**src/rtl/conv_feeder_pkg.sv**
```systemverilog
// Shared types and widths for the ConvPE3x3 source-side feeder.
package conv_feeder_pkg;

  localparam int PIX_W  = 8;
  localparam int WIN_W  = 24;
  localparam int PSUM_W = 18;

  typedef enum logic [1:0] {
    IDLE   = 2'd0,
    LOAD_W = 2'd1,
    STREAM = 2'd2
  } feeder_state_t;

  // Shift a new pixel into the low lane of a window; the oldest pixel falls out of [23:16].
  function automatic logic [WIN_W-1:0] next_window(input logic [WIN_W-1:0] win,
                                                   input logic [PIX_W-1:0] px);
    return {win[WIN_W-PIX_W-1:0], px};
  endfunction

endpackage

```
**src/rtl/conv_pe_feeder_window_shift3.sv**
```systemverilog
// Three-pixel shift register holding the most recent pixels of the current row.
module window_shift3
  import conv_feeder_pkg::*;
(
  input  logic             clk,
  input  logic             clr,
  input  logic             en,
  input  logic [PIX_W-1:0] din,
  output logic [WIN_W-1:0] q
);

  logic [WIN_W-1:0] win_r;

  // Clear has priority so a new job never sees pixels from an aborted row.
  always_ff @(posedge clk) begin
    if (clr) begin
      win_r <= {WIN_W{1'b0}};
    end else if (en) begin
      win_r <= next_window(win_r, din);
    end
  end

  assign q = win_r;

endmodule

```
**src/rtl/conv_pe_feeder.sv**
```systemverilog
// Loads one kernel row into a ConvPE3x3, then streams stride-1 unpadded 3-pixel
// windows of one image row with a compute enable.
module conv_pe_feeder
  import conv_feeder_pkg::*;
#(
  parameter int IMG_W = 32,
  parameter int IDX_W = $clog2(IMG_W)
) (
  input  logic             clk,
  input  logic             rst_n,
  input  logic             start,
  output logic             busy,
  output logic             done,
  input  logic             w_valid,
  output logic             w_ready,
  input  logic [WIN_W-1:0] w_data,
  input  logic             px_valid,
  output logic             px_ready,
  input  logic [PIX_W-1:0] px_data,
  output logic             pe_weight_en,
  output logic [WIN_W-1:0] pe_in2,
  output logic             pe_ce,
  output logic [WIN_W-1:0] pe_in1,
  output logic [IDX_W-1:0] win_idx
);

  if ((IMG_W < 3) || (IMG_W > 1024)) begin : g_bad_img_w
    $error("conv_pe_feeder: IMG_W=%0d outside legal range 3..1024", IMG_W);
  end

  localparam logic [IDX_W-1:0] LAST_IDX  = IDX_W'(IMG_W - 1);
  localparam logic [IDX_W-1:0] FIRST_WIN = IDX_W'(2);

  feeder_state_t    state_r;
  logic [IDX_W-1:0] cnt_r;
  logic             busy_r, done_r, w_ready_r, px_ready_r;
  logic             weight_en_r, ce_r;
  logic [WIN_W-1:0] in1_r, in2_r;
  logic [IDX_W-1:0] idx_r;
  logic             px_hs_s, win_clr_s;
  logic [WIN_W-1:0] win_s;

  assign px_hs_s   = (state_r == STREAM) && px_valid && px_ready_r;
  // The window history restarts with every weight load as well as on reset.
  assign win_clr_s = !rst_n || (state_r == LOAD_W);

  window_shift3 u_win (
    .clk (clk),
    .clr (win_clr_s),
    .en  (px_hs_s),
    .din (px_data),
    .q   (win_s)
  );

  // Job FSM, pixel counter and all registered PE-facing outputs.
  always_ff @(posedge clk) begin
    if (!rst_n) begin
      state_r     <= IDLE;
      cnt_r       <= {IDX_W{1'b0}};
      busy_r      <= 1'b0;
      done_r      <= 1'b0;
      w_ready_r   <= 1'b0;
      px_ready_r  <= 1'b0;
      weight_en_r <= 1'b0;
      ce_r        <= 1'b0;
      in1_r       <= {WIN_W{1'b0}};
      in2_r       <= {WIN_W{1'b0}};
      idx_r       <= {IDX_W{1'b0}};
    end else begin
      weight_en_r <= 1'b0;
      ce_r        <= 1'b0;
      done_r      <= 1'b0;
      case (state_r)
        IDLE: begin
          if (start) begin
            state_r   <= LOAD_W;
            busy_r    <= 1'b1;
            w_ready_r <= 1'b1;
          end
        end
        LOAD_W: begin
          if (w_valid && w_ready_r) begin
            state_r     <= STREAM;
            w_ready_r   <= 1'b0;
            px_ready_r  <= 1'b1;
            weight_en_r <= 1'b1;
            in2_r       <= w_data;
            cnt_r       <= {IDX_W{1'b0}};
          end
        end
        STREAM: begin
          if (px_hs_s) begin
            if (cnt_r >= FIRST_WIN) begin
              ce_r  <= 1'b1;
              in1_r <= next_window(win_s, px_data);
              idx_r <= cnt_r - FIRST_WIN;
            end
            if (cnt_r == LAST_IDX) begin
              state_r    <= IDLE;
              busy_r     <= 1'b0;
              px_ready_r <= 1'b0;
              done_r     <= 1'b1;
              cnt_r      <= {IDX_W{1'b0}};
            end else begin
              cnt_r <= cnt_r + IDX_W'(1);
            end
          end
        end
        default: begin
          state_r    <= IDLE;
          busy_r     <= 1'b0;
          w_ready_r  <= 1'b0;
          px_ready_r <= 1'b0;
        end
      endcase
    end
  end

  assign busy         = busy_r;
  assign done         = done_r;
  assign w_ready      = w_ready_r;
  assign px_ready     = px_ready_r;
  assign pe_weight_en = weight_en_r;
  assign pe_in2       = in2_r;
  assign pe_ce        = ce_r;
  assign pe_in1       = in1_r;
  assign win_idx      = idx_r;

endmodule

```
**config.mk**
```make
export PLATFORM = sky130hd
export DESIGN_NAME = conv_pe_feeder
export DESIGN_NICKNAME = d
export VERILOG_FILES = /design/src/rtl/conv_feeder_pkg.sv /design/src/rtl/conv_pe_feeder_window_shift3.sv /design/src/rtl/conv_pe_feeder.sv
export SDC_FILE = /design/constraint.sdc
export NUM_CORES = 1
export LEC_CHECK = 0
export ABC_AREA = 1
export CAP_MARGIN = 20
export CORE_ASPECT_RATIO = 1.25
export CORE_MARGIN = 5
export CORE_UTILIZATION = 45
export CTS_CLUSTER_SIZE = 14
export DETAILED_ROUTE_END_ITERATION = 8
export PLACE_DENSITY_LB_ADDON = 0.05
export SLEW_MARGIN = 20
export SYNTH_ARGS = -nofsm -noshare
export SYNTH_HDL_FRONTEND = slang
export SYNTH_SLANG_ARGS = --single-unit
```
**constraint.sdc**
```tcl
create_clock -name clk -period 2.3 [get_ports clk]
set_input_delay 0.69 -clock clk [delete_from_list [all_inputs] [get_ports clk]]
set_output_delay 0.69 -clock clk [all_outputs]
set_load 0.02 [all_outputs]
```
# Word level (Yosys, flattened, before mapping)
# Cells that the tools add are included.
# word_totals
regBits	82
memories	0
word_cells	61
mem_bits_rw	0
romBits	0
out_inout_bits	59
latch_bits	0
# op_classes
shift	0
n_reduce_logical	16
n_lt_le_gt_ge	1
div_mod_pow	0
addsub	2
bitwise	3
n_mul	0
n_eq_ne	7
n_mux	20
# ops
op	count
$mux W5	3
$reduce_and A3 Y1	4
$reduce_and A4 Y1	3
$pmux W5 S2	1
$pmux W1 S3	3
$mux W1	8
$mux W2	4
$pmux W2 S3	1
$add A5 B1 Y5 const B	1
$eq A5 B5 Y1 const B	1
$ge A5 B2 Y1 const B	1
$sub A5 B2 Y5 const B	1
$ne A2 B1 Y1 const B	2
$ne A2 B2 Y1 const B	2
$reduce_and A2 Y1	2
$logic_and A1 B1 Y1	3
$not A1 Y1	3
$eq A2 B1 Y1 const B	1
$eq A2 B2 Y1 const B	1
$logic_not A2 Y1	1
$reduce_bool A2 Y1	1
$logic_not A1 Y1	1
$logic_or A1 B1 Y1	1

# Longest topological paths before layout
# logic_depth
ltp_word	5
depth_mapped	9

# Cells and area by module
# From an unflattened synthesis, not the netlist that was laid out.
# unflattened
hier_cells	489
area_unflattened_um2	3579.7
# by_module_without_submodules
module	n_inst	area_each_um2	cells_per_inst
conv_pe_feeder	1	2595.0	337
window_shift3	1	984.7	152

# Least setup slack after synthesis
# OpenSTA, ideal clock, no wires.
# synth_timing
path_type	in2reg
startpoint	input px_valid
endpoint	register in1_r[13] (netlist: pe_in1[13])
slack_ns	0.850
arrival_ns	1.392
stages	7
path_cell_list	nand2_1 > nor2_4 > nand2_4 > nor2_8 > buf_6 > nand2_1 > nand2_1
# synth_via
elab_chain_cells	3
# synth_lines
element	line_no	rtl
from (decl)	conv_pe_feeder.sv:17	input logic px_valid,
$logic_and A1 B1 Y1 (2 in a row)	conv_pe_feeder.sv:43	assign px_hs_s = (state_r == STREAM) && px_valid && px_ready_r;
$reduce_and A3 Y1 (no line)	--	
to (signal assigned)	conv_pe_feeder.sv:66	in1_r <= {WIN_W{1'b0}};
to (signal assigned)	conv_pe_feeder.sv:95	in1_r <= next_window(win_s, px_data);
to (decl)	conv_pe_feeder.sv:38	logic [WIN_W-1:0] in1_r, in2_r;
# No other way between the ends.
# A chain may end at the register's enable or synchronous reset.

# Worst setup path after layout
# layout_timing
startpoint	register px_ready_r (netlist: px_ready)
endpoint	output px_ready
# layout_lines
element	line_no	rtl
from (decl)	conv_pe_feeder.sv:36	logic busy_r, done_r, w_ready_r, px_ready_r;
from (signal assigned)	conv_pe_feeder.sv:63	px_ready_r <= 1'b0;
from (signal assigned)	conv_pe_feeder.sv:85	px_ready_r <= 1'b1;
from (signal assigned)	conv_pe_feeder.sv:101	px_ready_r <= 1'b0;
to (decl)	conv_pe_feeder.sv:18	output logic px_ready,
# No word-level cell between the ends.

==> results by group <==
Power and ir drop
  – Portion of total power attributed to combinational logic: 7.6%
  – Portion of total power attributed to sequential cells: 49.3%
  – Power density over the cells: between 600 and 700 nW/um^2
  – Net switching power: about 0.61 mW
  – Switching Fraction: around a fifth
  – Design internal power: 2.329 mW
  – Worst-case vdd ir drop: around 0.41 mV
  – Static leakage power: approximately 1.9 nW
  – Clock share of power: a little over two fifths

Clocking
  – Clock transition at the registers of the reported paths: 0.07 ns
  – Post-CTS Hold Fix Bufs: 0
  – Post-CTS Repair Setup Buffers: 0
  – TritonCTS Buffers: 9
  – # resized after CTS: 0
  – CTS Root Buffer Type: clkbuf_8
  – Source-to-sink clock delay at the later pin of the worst-skew pair: between 0.3 and 0.4 ns
  – Clk sink count: 82
  – Max clock buf depth: 2
  – Max H-tree Level: 3
  – TritonCTS clock tree: built

Synth
  – Net count of the mapped netlist: 448
  – Commonest cells in the synthesized netlist: 93 x nor2_1, 82 x dfxtp_1, 68 x nand2_1
  – Area of the mapped netlist: 3176 um^2
  – Main synth FF type: dfxtp_1
  – Distinct cell type count after synthesis: 25
  – Number of enable flip-flop cells after synthesis: 0
  – Cell type contributing the most total cell area after synthesis: dfxtp_1
  – Async S/R FF share, synth: 0%
  – Instance count of the mapped netlist: 406
  – Average size of a mapped cell: just under 8 um^2
  – Yosys warns: 0
  – Fraction of synthesized cell area taken by the top area cell type: around half
  – Cell types occupying the most area after synthesis: dfxtp_1 52%, nor2_1 11%, nand2_1 8.0%
  – Flops & latches, synth: 82
  – Most repeated cell in the gate-level netlist after synthesis: nor2_1
  – Seq/Total Area, Yosys: 51.69%

Timing
  – Hold slack final: about 0.46 ns
  – Final critical-path share of the clock period: between 90 and 100%
  – Finish-stage setup viols: 0
  – Final setup TNS: 0 ns
  – Worst slew margin relative to its limit: between 60% and 70%
  – RSZ-0062 raised after global routing: no
  – Maximum clock frequency: a little under 500 MHz
  – Period minus WS final: approximately 2.1 ns
  – Clk_skew: between 0.005 and 0.006 ns
  – Number of slew-limit violations in the final report: 0
  – Number of endpoints with negative hold slack in the final report: 0
  – Transition time at the pin with the least slew margin: 0.5406 ns

Job
  – Max Cap Viol: 0

Global routing
  – Tot GR Track Use: between 15 and 20%
  – Met3 routing resource usage after global routing: ~6.3%
  – Global route total overflow: 0
  – Met2 Track Usage GR: around 29%
  – Met1 layer usage reported by global route: 20.23%
  – First-pass GRT wire length: approximately 13 mm
  – GR peak layer: met2
  – Largest net degree at the start of global routing: 58
  – Initial antenna violation count: 0
  – Vias in the first global route: around 2800

Final layout
  – Layout Area Growth over Synthesis: 39.87%
  – Storage cell area: ~1600 um^2
  – Area taken by multi-input logic gates: between 1000 and 1500 um^2
  – Core occupancy in the finished layout: around 64%
  – Number of nets in the final layout: between 500 and 600
  – Ratio of cells with drive above 1 in the final layout: under 10%
  – Fill cell total of the finished layout: 630
  – Ant diodes: 0

Routing
  – Detailed-router iteration count before antenna repair: 4
  – Vias after detailed routing: roughly 2800
  – DRC: 0
  – Total Wirelength: around 7.4 mm
  – Average vias per placed instance: roughly 4.8
  – Initial drt markers: around 140
  – WL per Instance: about 13 um
  – Number of nets with antenna violations after detailed routing: 0

Critical path
  – Critical-path top delay cell: clkdlybuf4s50_1
  – Highest net fanout along the worst path: 5
  – Peak per-stage delay on the critical path: ~0.65 ns
  – Sum of buffers and inverters on the critical path: 1
  – Data arrival time at the worst-slack endpoint: 1.39 ns
  – Critical path, cell by cell: clkdlybuf4s50_1
  – Crit end category: output pin
  – Required time of the critical path: roughly 1.6 ns
  – Worst Setup Path Type: register to output pin
  – Worst Setup Start Kind: register
  – Critical path's top delay family: buffers and inverters

Die
  – Site Rows: 34
  – Die Footprint: between 8000 and 9000 um^2
  – Total I/O pin count: 96
  – Die Y-Extent: 103.9 um
  – Area of the core: 6934 um^2
  – Initial cell density of the core: between 40% and 50%
  – Die width: around 85 um

Status
  – Run status: finished, final reports clean

Placement
  – Detailed placement HPWL: between 5 and 6 mm
  – Final estimated routing congestion in global placement: 0.8040
  – IO buf count: 95

Min path
  – Worst Hold Class: register to register
worst paths after layout:
kind | start | to | slack, ns | cells after the start
hold / removal | u_win.q[4]$_SDFFE_PP0P_ | pe_in1[12]$_SDFFE_PN0P_ | 0.46 | 2
setup reg to reg | cnt_r[1]$_SDFFE_PN0P_ | busy$_SDFFE_PN0P_ | 0.69 | 9
setup / recovery | px_ready$_SDFFE_PN0P_ | px_ready | 0.22 | 1
hold reg to reg | u_win.q[4]$_SDFFE_PP0P_ | pe_in1[12]$_SDFFE_PN0P_ | 0.46 | 2
per-layer routing:
| layer | routed length (um) | vias to the layer above |
|---|---|---|
| met1 | 3294 | 1278 |
| li1 | - | 1497 |
| met5 | 0 | - |
| met2 | 3474 | 61 |
| met4 | 104 | 0 |
| met3 | 570 | 10 |
layout by cell type (no fill, tap or decap):
master,count
clkdlybuf4s50_1,94
nor2_1,93
dfxtp_1,82
nand2_1,68
o21ai_0,36
nand3_1,30
a21oi_1,26
inv_1,19
clkbuf_8,11
buf_4,7
nand3b_1,5
ha_1,5
a211oi_1,4
o21ai_1,3
bufinv_16,3
inv_2,2
nand2_2,2
nor2_4,2
nand2_4,2
nand4_4,1
xnor2_1,1
nand4_1,1
xor2_1,1
nor3_1,1
nor2_8,1
clkinvlp_4,1
clkbuf_1,1
buf_2,1
buf_12,1
power by group through the flow:
stage               Sequential [mW]  Clock, mW  Combinational (mW)
floorplan                      1.50          0              0.0871
global placement               1.48          0               0.227
detailed placement             1.48          0               0.227
CTS                            1.45       1.29               0.228
global route                   1.45       1.36               0.246
finish                         1.45       1.27               0.225
worst reg2reg max path, stage by stage, from the launching register on:
cell,delay [ns]
dfxtp_1,0.44
ha_1,0.21
nand2_1,0.07
nor2_1,0.11
ha_1,0.21
nand3_1,0.11
nand2_1,0.12
nand3_1,0.10
nand2_1,0.08
a21oi_1,0.06
state kept, by name (all words and copies together) (netlist names):
name,cells
cnt_r,5
done,1
win_idx,5
pe_ce,1
w_ready,1
pe_in1,24
pe_in2,24
pe_weight_en,1
u_win.q,16
state_r,2
px_ready,1
busy,1
layout make-up:
type	instances	share of cell area, %
well taps	90	2.535
multi-input cells	282	30.11
inverters	21	1.775
flip-flops and latches	82	36.96
repair buffers	103	22.93
clock inverters	4	2.197
clock buffers	12	3.493
kinds of logic after synthesis:
| family | share of synthesized area (%) |
|---|---|
| adder cells (fa/ha/maj) | 1.970 |
| XOR/XNOR | 0.5517 |
| buffers and inverters | 6.186 |
| flip-flops | 51.69 |
| AND/OR/NAND/NOR | 28.41 |
| AO/OA/AOI/OAI | 11.19 |
metrics by stage:
stage	total power [mW]	std cells	worst slack (ns)	instance area (um^2)
6_report	2.941	594	0.2245	4442
5_1_grt	3.056	594	0.1280	4442
4_1_cts	2.972	594	0.1915	4442
3_5_place_dp	1.711	578	0.2170	4189
3_3_place_gp	1.710	578	0.2520	4189
2_1_floorplan	1.590	406	0.8496	3176
Power figures use the tool's default switching activity.
==> RTL change: new RTL, same flow settings <==
The 3 states of `feeder_state_t` get a one-hot encoding in 3 bits.
--- a/src/rtl/conv_feeder_pkg.sv
+++ b/src/rtl/conv_feeder_pkg.sv
@@ -5,10 +5,10 @@
   localparam int WIN_W  = 24;
   localparam int PSUM_W = 18;
 
-  typedef enum logic [1:0] {
-    IDLE   = 2'd0,
-    LOAD_W = 2'd1,
-    STREAM = 2'd2
+  typedef enum logic [2:0] {
+    IDLE   = 3'b001,
+    LOAD_W = 3'b010,
+    STREAM = 3'b100
   } feeder_state_t;
 
   // Shift a new pixel into the low lane of a window; the oldest pixel falls out of [23:16].
Behaviour: same outputs for any inputs over 10 cycles, from zero or initial values and one cycle with rst_n low; not proved beyond that.
==> RTL change against the original RTL <==
- design area rose by 1.4%
- worst setup slack better by 46 ps
- die area increased by 2.2%
- routed wire length is 6.7% higher
- synthesized area increased by 2.5%
- synthesized cell count grew 0.74%
- sequential cell count grew 1
- total power fell by 6.5%
==> RTL change: results (changes against the original RTL) <==
DR vias/cell=5.06 (+5.6%); DP Wirelength=5650 um (+7.8%); Final Power=2.75 mW (-6.5%); P_clk=1.08 mW (-15%); Cell Area, Placed=4300 um2 (+2.6%); fraction of layout instances using a drive strength above 1=7.48% (+0.73 points); first-pass GRT wire length=13,500 um (+6.3%); synthesized area=3250 um2 (+2.5%); biggest cell delay along the critical path=620 ps (-30 ps); Critical Path Fanout Max=3 (-2); clock buffer count in the final layout=9 (-3); WHS=464 ps (+5.22 ps); Post-synth top cells=nand2_1 (101), dfxtp_1 (83), nand3_1 (69); Final Core Density=64.2% (+0.097 points); worst slack at placement=147 ps (-70.4 ps); VDD IR-drop max=0.000411 V (-0.76%); Crit Reg-Reg Startpoint=cnt_r[0]; largest net degree at the start of global routing=31 (-47%); Netlist cell types=23 (-8.0%); NonClk Buf Share=24.0% (+1.0 points); relative max-transition margin=52.6% (-11 points); post-layout min period=2030 ps (-45.8 ps); fraction of area in multi-input gates=30.1% (about the same); Leakage Power=1.71 nW (-9.2%); FF-to-FF path depth=8 (-1); hold endpoint=pe_in1[10]; register-to-register setup slack=400 ps (-290 ps); run status=finished clean; R2R Path End=pe_in1[15]; Critical Path AT=1340 ps (-50 ps); Mapped Cells=409 (+0.74%); Vias=3,027 (+6.4%); skew final=14.6 ps (+9.33 ps); Non-clk invs=24 (+14%); register area share after synthesis=51.1% (-0.64 points)
RTL change: changes by cell type after synthesis, sizes merged, moves of 2 or more:
cell	before	now
nor2	96	17
o21ai	39	8
nand2	72	104
a21oi	26	68
a211oi	4	1
buf	14	19
inv	21	24
nand3	30	69
nand3b	5	0
clkbuf	7	5
RTL change: cells by family (layout without fill, tap and decap cells):
logic type      count (synthesis)  count (layout)  synth area share [%]
compound gates                 77              77                  11.9
xor+xnor                        1               1                 0.269
fa+ha+maj                       5               5                  1.92
buf+inv                        48             147                  7.30
flops                          83              83                  51.1
simple gates                  195             195                  27.5
RTL change: per-layer routing:
metal / part of all wire (%) / GRT usage, % / up-vias
met5: 0 / 0 / -
met4: 1.1 / 4.86 / 0
met3: 6.9 / 6.30 / 7
met2: 53 / 33.6 / 72
met1: 39 / 19.4 / 1400
li1: - / - / 1548
